## src/rtl/riscv_pkg.sv

```systemverilog
// Shared types and constants for the pipeline sequencing logic.
package riscv_pkg;

    typedef enum logic [1:0] {
        LOAD_HDR,
        LOAD_BODY,
        RUN,
        HALT
    } pipe_state_e;

    typedef struct packed {
        logic pc_write;
        logic pc_src;
        logic if_id_write;
        logic if_id_flush;
        logic id_ex_bubble;
    } hazard_ctrl_type;

    localparam logic [31:0] NOP_INSTR = 32'h0000_0013;

endpackage

```

## src/rtl/boot_loader.sv

```systemverilog
// UART boot image loader: little-endian header word count, then N words
// written to instruction memory; words beyond memory depth are dropped.
module boot_loader #(
    parameter int unsigned IMEM_AW = 10
) (
    input  logic               clk,
    input  logic               rst,
    input  logic               hdr_active,
    input  logic               body_active,
    input  logic               uart_valid,
    input  logic [7:0]         uart_byte,
    output logic               hdr_last,
    output logic               hdr_zero,
    output logic               body_last,
    output logic               imem_we,
    output logic [IMEM_AW-1:0] imem_waddr,
    output logic [31:0]        imem_wdata
);

    localparam logic [32:0] DEPTH = 33'd1 << IMEM_AW;

    logic [1:0]         idx_q, idx_d;
    logic [23:0]        shift_q, shift_d;
    logic [31:0]        count_q, count_d;
    logic [31:0]        words_q, words_d;
    logic               we_q, we_d;
    logic [IMEM_AW-1:0] waddr_q, waddr_d;
    logic [31:0]        wdata_q, wdata_d;

    logic        accept;
    logic        word_last;
    logic [31:0] word;

    assign accept    = uart_valid && (hdr_active || body_active);
    assign word_last = accept && (idx_q == 2'd3);
    assign word      = {uart_byte, shift_q};
    assign hdr_last  = word_last && hdr_active;
    assign hdr_zero  = (word == '0);
    assign body_last = word_last && body_active && ((words_q + 32'd1) == count_q);

    always_comb begin
        idx_d   = idx_q;
        shift_d = shift_q;
        count_d = count_q;
        words_d = words_q;
        we_d    = 1'b0;
        waddr_d = waddr_q;
        wdata_d = wdata_q;
        if (accept) begin
            idx_d   = idx_q + 2'd1;
            shift_d = {uart_byte, shift_q[23:8]};
        end
        if (word_last && hdr_active) begin
            count_d = word;
            words_d = '0;
        end else if (word_last && body_active) begin
            words_d = words_q + 32'd1;
            // Out-of-range words still advance the count so the image length is honoured.
            if ({1'b0, words_q} < DEPTH) begin
                we_d    = 1'b1;
                waddr_d = words_q[IMEM_AW-1:0];
                wdata_d = word;
            end
        end
    end

    always_ff @(posedge clk) begin
        if (rst) begin
            idx_q   <= '0;
            shift_q <= '0;
            count_q <= '0;
            words_q <= '0;
            we_q    <= 1'b0;
            waddr_q <= '0;
            wdata_q <= '0;
        end else begin
            idx_q   <= idx_d;
            shift_q <= shift_d;
            count_q <= count_d;
            words_q <= words_d;
            we_q    <= we_d;
            waddr_q <= waddr_d;
            wdata_q <= wdata_d;
        end
    end

    assign imem_we    = we_q;
    assign imem_waddr = waddr_q;
    assign imem_wdata = wdata_q;

endmodule

```

## src/rtl/pipeline_controller.sv

```systemverilog
// Pipeline run-state FSM, load-use/branch/halt control and optional perf
// counters (enabled by PIPELINE_CONTROLLER_PERF_EN).
module pipeline_controller
    import riscv_pkg::*;
#(
    parameter int unsigned IMEM_AW = 10
) (
    input  logic               clk,
    input  logic               rst,
    input  logic               uart_valid,
    input  logic [7:0]         uart_byte,
    input  logic [4:0]         id_rs1,
    input  logic [4:0]         id_rs2,
    input  logic               id_uses_rs1,
    input  logic               id_uses_rs2,
    input  logic               id_branch_taken,
    input  logic               id_halt,
    input  logic               id_ex_memread,
    input  logic [4:0]         id_ex_rd,
    output logic               pc_write,
    output logic               pc_src,
    output logic               if_id_write,
    output logic               if_id_flush,
    output logic               id_ex_bubble,
    output logic               imem_we,
    output logic [IMEM_AW-1:0] imem_waddr,
    output logic [31:0]        imem_wdata,
    output logic               running,
    output logic               halted,
    output logic [31:0]        stall_count,
    output logic [31:0]        flush_count
);

    pipe_state_e     state_q, state_d;
    logic            running_q, halted_q;
    logic            hdr_last, hdr_zero, body_last;
    logic            load_use;
    hazard_ctrl_type ctrl;

    boot_loader #(.IMEM_AW(IMEM_AW)) u_boot (
        .clk        (clk),
        .rst        (rst),
        .hdr_active (state_q == LOAD_HDR),
        .body_active(state_q == LOAD_BODY),
        .uart_valid (uart_valid),
        .uart_byte  (uart_byte),
        .hdr_last   (hdr_last),
        .hdr_zero   (hdr_zero),
        .body_last  (body_last),
        .imem_we    (imem_we),
        .imem_waddr (imem_waddr),
        .imem_wdata (imem_wdata)
    );

    always_comb begin
        load_use = id_ex_memread && (id_ex_rd != '0) &&
                   ((id_uses_rs1 && (id_rs1 == id_ex_rd)) ||
                    (id_uses_rs2 && (id_rs2 == id_ex_rd)));
        state_d  = state_q;
        ctrl     = '{pc_write: 1'b0, pc_src: 1'b0, if_id_write: 1'b0,
                     if_id_flush: 1'b1, id_ex_bubble: 1'b1};
        unique case (state_q)
            LOAD_HDR:  if (hdr_last) state_d = hdr_zero ? RUN : LOAD_BODY;
            LOAD_BODY: if (body_last) state_d = RUN;
            RUN: begin
                // A stall masks halt and branch; ID re-evaluates them next cycle.
                if (load_use) begin
                    ctrl = '{1'b0, 1'b0, 1'b0, 1'b0, 1'b1};
                end else if (id_halt) begin
                    ctrl    = '{1'b0, 1'b0, 1'b0, 1'b0, 1'b0};
                    state_d = HALT;
                end else if (id_branch_taken) begin
                    ctrl = '{1'b1, 1'b1, 1'b1, 1'b1, 1'b0};
                end else begin
                    ctrl = '{1'b1, 1'b0, 1'b1, 1'b0, 1'b0};
                end
            end
            HALT:    ctrl = '{1'b0, 1'b0, 1'b0, 1'b0, 1'b1};
            default: state_d = LOAD_HDR;
        endcase
    end

    always_ff @(posedge clk) begin
        if (rst) begin
            state_q   <= LOAD_HDR;
            running_q <= 1'b0;
            halted_q  <= 1'b0;
        end else begin
            state_q   <= state_d;
            running_q <= (state_d == RUN);
            halted_q  <= (state_d == HALT);
        end
    end

    assign pc_write     = ctrl.pc_write;
    assign pc_src       = ctrl.pc_src;
    assign if_id_write  = ctrl.if_id_write;
    assign if_id_flush  = ctrl.if_id_flush;
    assign id_ex_bubble = ctrl.id_ex_bubble;
    assign running      = running_q;
    assign halted       = halted_q;

`ifdef PIPELINE_CONTROLLER_PERF_EN
    logic [31:0] stall_q, flush_q;
    logic        stall_ev, flush_ev;

    assign stall_ev = (state_q == RUN) && load_use;
    assign flush_ev = (state_q == RUN) && !load_use && !id_halt && id_branch_taken;

    always_ff @(posedge clk) begin
        if (rst) begin
            stall_q <= '0;
            flush_q <= '0;
        end else begin
            if (stall_ev && (stall_q != '1)) stall_q <= stall_q + 32'd1;
            if (flush_ev && (flush_q != '1)) flush_q <= flush_q + 32'd1;
        end
    end

    assign stall_count = stall_q;
    assign flush_count = flush_q;
`else
    assign stall_count = '0;
    assign flush_count = '0;
`endif

endmodule

```

## config.mk

```make
export PLATFORM = sky130hd
export DESIGN_NAME = pipeline_controller
export DESIGN_NICKNAME = d
export VERILOG_FILES = /design/src/rtl/riscv_pkg.sv /design/src/rtl/boot_loader.sv /design/src/rtl/pipeline_controller.sv
export SDC_FILE = /design/constraint.sdc
export NUM_CORES = 1
export LEC_CHECK = 0
export ABC_AREA = 1
export CORE_ASPECT_RATIO = 1.25
export CORE_MARGIN = 1
export CORE_UTILIZATION = 52
export DETAILED_ROUTE_END_ITERATION = 10
export PLACE_DENSITY_LB_ADDON = 0.25
export REMOVE_ABC_BUFFERS = 1
export SETUP_SLACK_MARGIN = 0.1
export SYNTH_ARGS = -nofsm -noshare
export SYNTH_HDL_FRONTEND = slang
export SYNTH_SLANG_ARGS = --single-unit
```

## constraint.sdc

```tcl
create_clock -name clk -period 3.04 [get_ports clk]
set_input_delay 0.912 -clock clk [delete_from_list [all_inputs] [get_ports clk]]
set_output_delay 0.912 -clock clk [all_outputs]
set_load 0.005 [all_outputs]
```

# ---- After elaboration in Yosys (flattened, before gate mapping)
# Cells that the tools add are included.
dict set report word_totals {
  output_inout_bits 114
  input_bits 31
  wordCells 52
  regBits 137
}
dict set report classes {
  n_eq_ne 9
  mux 11
  n_bitwise 2
  magnitude_cmp 1
  n_addsub 2
  reduce_logical 17
}
# operator n
set ops {}
lappend ops {{$add A32 B1 Y32 const B} 1}
lappend ops {{$eq A32 B32 Y1} 1}
lappend ops {{$logic_not A32 Y1} 1}
lappend ops {{$lt A32 B11 Y1 const B} 1}
lappend ops {{$eq A2 B2 Y1 const B} 5}
lappend ops {{$eq A5 B5 Y1} 2}
lappend ops {{$mux W2} 5}
lappend ops {{$mux W5} 2}
lappend ops {{$pmux W5 S2} 1}
lappend ops {{$logic_and A1 B1 Y1} 9}
lappend ops {{$pmux W2 S3} 1}
lappend ops {{$reduce_bool A5 Y1} 1}
lappend ops {{$mux W4} 1}
lappend ops {{$reduce_and A3 Y1} 1}
lappend ops {{$reduce_or A3 Y1} 1}
lappend ops {{$add A2 B1 Y2 const B} 1}
lappend ops {{$eq A2 B1 Y1 const B} 1}
lappend ops {{$logic_not A2 Y1} 1}
lappend ops {{$logic_or A1 B1 Y1} 2}
lappend ops {{$not A1 Y1} 2}
lappend ops {{$reduce_or A2 Y1} 1}
lappend ops {{$mux W1} 1}

# ---- Logic depth before layout (Yosys ltp)
dict set report depth {
  ltp_word 9
  ltp_mapped 18
  depth_no_buf 18
}

# ---- Cells and area by module
# From an unflattened synthesis, not the netlist that was laid out.
dict set report hier_totals {
  hier_cells 1091
  area_unflattened_um2 7130.6
}
# mod instances seq_area_each_um2 cells_each area_each_um2
set modules_own_cells {}
lappend modules_own_cells {boot_loader 1 2662.6 938 6208.5}
lappend modules_own_cells {pipeline_controller 1 80.1 153 922.1}

# ---- Worst setup path before layout
# No wires, ideal clock.
dict set report synth_path {
  path_type {input-to-output}
  start {input port id_ex_rd[1]}
  end {output port if_id_flush}
  required_time_ns 2.128
  t_arrival_ns 1.920
  setup_slack_ns 0.208
  n_path_buf 0
  cell_stages 9
  path_cell_list {inv_1 nor2_1 a211oi_1 nand3_1 nand2_1 nand3_1 nand2_1 nor3b_1 or2_2}
}
dict set report synth_between {
  elab_chain_cells 6
  word_cells_on_any_way 10
  cone_classes {2 x eq/ne; 2 x mux; 6 x reduce/logical}
}
# element line_no
set synth_rtl {}
lappend synth_rtl {{start: declaration} pipeline_controller.sv:19} ;# input logic [4:0] id_ex_rd,
lappend synth_rtl {{$eq A5 B5 Y1 (on tied branches)} {pipeline_controller.sv:57, pipeline_controller.sv:58}}
lappend synth_rtl {{$logic_and A1 B1 Y1 (on tied branches)} {pipeline_controller.sv:57, pipeline_controller.sv:58}}
lappend synth_rtl {{$logic_or A1 B1 Y1} pipeline_controller.sv:57} ;# ((id_uses_rs1 && (id_rs1 == id_ex_rd)) ||
lappend synth_rtl {{$logic_and A1 B1 Y1 (*)} pipeline_controller.sv:56} ;# load_use = id_ex_memread && (id_ex_rd != '0) &&
lappend synth_rtl {{$mux W5 (*)} pipeline_controller.sv:67} ;# if (load_use) begin
lappend synth_rtl {{$pmux W5 S2 (*)} pipeline_controller.sv:62} ;# unique case (state_q)
lappend synth_rtl {{end: declaration} pipeline_controller.sv:23} ;# output logic if_id_flush,
# Mark *: on every way between the ends. The rest lies on a longest branch, timed or not.

# ---- Worst setup path in the final report
dict set report layout_path {
  start {input port id_ex_rd[3]}
  end {output port if_id_flush}
}
# Same word-level chain as after synthesis.

==> results.toml <==
[placed_design]
gp_congestion = 0.901
portBuffers = 80
post_dp_cell_area_sq_um = 8040
hpwl_mm = 12.8

[drt]
drtIter0Drc = 359
route.detailed.wl_per_inst_microns = 13.5
first_pass_iters = 7
via_per_inst = 5.13
antenna_left = 0
dr_total_vias = 6811
drc = 0
routed_wl_mm = 17.9

[clocking]
cts_tree = "built"
cts_root_buf = "clkbuf_16"
cts_sinks = 137
clk_pin_slew_ns = 0.06
cts_hold_buf = 0
clk_latency_ns = 0.42
numCtsBuffers = 17
clockBufferDepth = 2
cts_htree_levels = 4

[synth]
synth-simple-area-share = 0.247
synth_seq_cells = 137
synth.avg_cell_area_sq_um = 6.80
synth_cell_types = 38
yosys.area_share.xor_xnor = 0.0128
synth_top_area_share = 0.379
synth_compound_area_frac = 0.189
syn_area_sq_um = 7240
yosys-top-cells-area = "dfxtp_1, nand2_1, o21ai_0"
syn_inst = 1065
yosysWarnings = 0
synth_fa_ha_area_frac = 0.00346
synth_area_leader_cell = "dfxtp_1"
synth_mux_area_frac = 0
synth_top_family_by_area = "simple AND/OR/NAND/NOR gates"
ys_seq_area_frac = 0.379

[sta]
hold_violations = 0
slew_viol_final = 0
finalCriticalPeriod_ns = 3.00
clock_skew_ns = 0.00957
whs_ns = 0.473
rsz0062_at_grt = "yes"
setup_viol = 0
relSlewSlack = 0.552
period_share = 0.985
max_freq_mhz = 334
tightest_slew_ns = 0.668

[worst_setup_path]
cp-start-kind = "input pin"
cp.buffers_inverters = 4
crit_fanout = 3
crit_type = "in2out"
cp_slowest_cell = "or2_4"
worstPathRequired_ns = 2.13
max_stage_delay_ns = 0.22
crit_chain = "buf_12, inv_8, buf_6, a211oi_2, nand3_1, nand2_1, nand3_2, nand2_2, nor3b_2, or2_4, buf_6"
cpMostUsedCell = "buf_6"
crit_arrival_ns = 2.08
cpLargestDelayFamily = "simple AND/OR/NAND/NOR gates"
end_kind = "output pin"

[layout]
nets = 1178
syn_to_final_growth_pct = 19.8
final_cell_mix = "nand2_1, inv_1, dfxtp_1"
fin_area_sq_um = 8670
n_antenna_cell = 0
layout-drive-gt1-share = 0.110
layout_commonest_cell = "nand2_1"

[die]
die-area_sq_um = 14400
fp.dieW_microns = 108
rows = 47
io_pins = 145
initial_core_util = 0.540
die_h_microns = 134
core_area_sq_um = 13400

[global_routing]
grt_first_pass_wirelength_mm = 29.1
antenna_found_initial = 0
grt_overflow = 0
grt_max_degree = 72
grt_pass1_vias = 6144
grtUsageTotal = 0.255

[power]
p_leak_nw = 3.85
ir_drop_v = 0.000379
power.density_nw_per_um2 = 480

[hold_path]
hold_class = "reg2reg"

[outcome]
status = "finished, final reports clean"

[run]
cap_violations = 0
metal layers:
layer  GRT usage  vias up  share of wire
met5           0        -              0
met4       0.101        0          0.026
met3      0.0418       35          0.049
met2       0.428      211           0.48
met1       0.325     3079           0.44
li1            -     3486              -
final cells by class:
type                       instances  area (sq um)
clock buffer                      20           467
clock inverter                    10           119
fill                            1189          4730
inverter                         151           577
multi-input combinational        734          3600
sequential                       137          2740
tap                              171           214
timing repair buffer             104           958
power by group:
group | internal, mW | switching, mW | total [mW]
logic | 0.0956 | 0.157 | 0.253
clock network | 1.26 | 0.784 | 2.05
registers | 1.83 | 0.0309 | 1.86
kinds of logic (layout without fill, tap and decap cells):
logic type	Yosys count	after routing
XOR/XNOR	9	9
buffers and inverters	257	285
flip-flops	137	137
AND/OR/NAND/NOR	392	392
other	1	64
AO/OA/AOI/OAI	267	267
adder cells (fa/ha/maj)	2	2
synth_stat cells:
master    count
nand3b_1      2
nor3b_1       2
nor4_2        1
and2_1        2
nor2_4        4
clkinv_1      1
xnor2_1       1
nand4_1       6
nand2_1     196
buf_1         2
o21ai_1       1
ha_1          2
nor4_1       12
o211ai_1      8
buf_4        65
o22ai_1       1
inv_1       146
nor2_1       72
nand3_2       3
nor2_2        9
nor2_8        3
a21oi_1     126
conb_1        1
or2_2         1
inv_2         4
dfxtp_1     137
nor3_1        1
nand3_1      68
xor2_1        7
clkbuf_1     31
a31oi_1       1
a211oi_1      2
xnor3_1       1
o21ai_0     127
o21ai_2       1
buf_2         8
nand2_2       8
nand2_4       2
flip-flops by register name, indices dropped and copies added, names as in the netlist, named ones only:
register / cells
u_boot.count_q: 32
u_boot.imem_wdata: 32
u_boot.words_q: 32
u_boot.shift_q: 24
u_boot.imem_waddr: 10
u_boot.idx_q: 2
halted: 1
running: 1
state_q: 1
u_boot.imem_we: 1
through the flow:
stage	util	worst slack [ns]	power (mW)	TNS (ns)	cells
3_5_place_dp	0.599	-0.800	2.14	-4.48	1292
5_1_grt	0.647	-0.0224	4.28	-0.0224	1327
2_1_floorplan	-	-4.14	2.03	-276.31	1022
3_3_place_gp	0.599	-0.738	2.14	-3.59	1292
4_1_cts	0.643	0.0436	4.16	0	1324
6_report	0.647	0.0446	4.16	0	1327
worst register-to-register path, stage by stage (launching register included):
cell     delay, ns
dfxtp_1       0.42
ha_1          0.27
nand3_1       0.20
nor2_2        0.26
nand2_1       0.14
inv_2         0.08
nand2_1       0.05
nand2_1       0.07
nand2_1       0.07
nand2_1       0.06
nand2_1       0.05
nor2_1        0.08
nand2_1       0.09
nor2_1        0.12
nand3_2       0.16
nand3_1       0.12
nor2_1        0.04
path summary, 6_finish.rpt:
kind	from	to	slack (ns)	depth (start not counted)
setup / recovery	id_ex_rd[3]	if_id_flush	0.04	11
hold / removal	u_boot.idx_q[0]$_SDFFE_PP0P_	u_boot.idx_q[0]$_SDFFE_PP0P_	0.47	2
setup reg to reg	u_boot.words_q[1]$_SDFFE_PP0P_	halted$_SDFF_PP0_	0.67	16
hold reg to reg	u_boot.idx_q[0]$_SDFFE_PP0P_	u_boot.idx_q[0]$_SDFFE_PP0P_	0.47	2
what timing repair did:
item | 4_1_cts | 5_1_grt
pin swaps | 15 | 10
cloned | 0 | 0
gates resized for setup | 98 | 11
buffers inserted | 3 | 3
setup endpoints to repair | 5 | 11
Note: power is estimated with default switching activity, not from simulation.
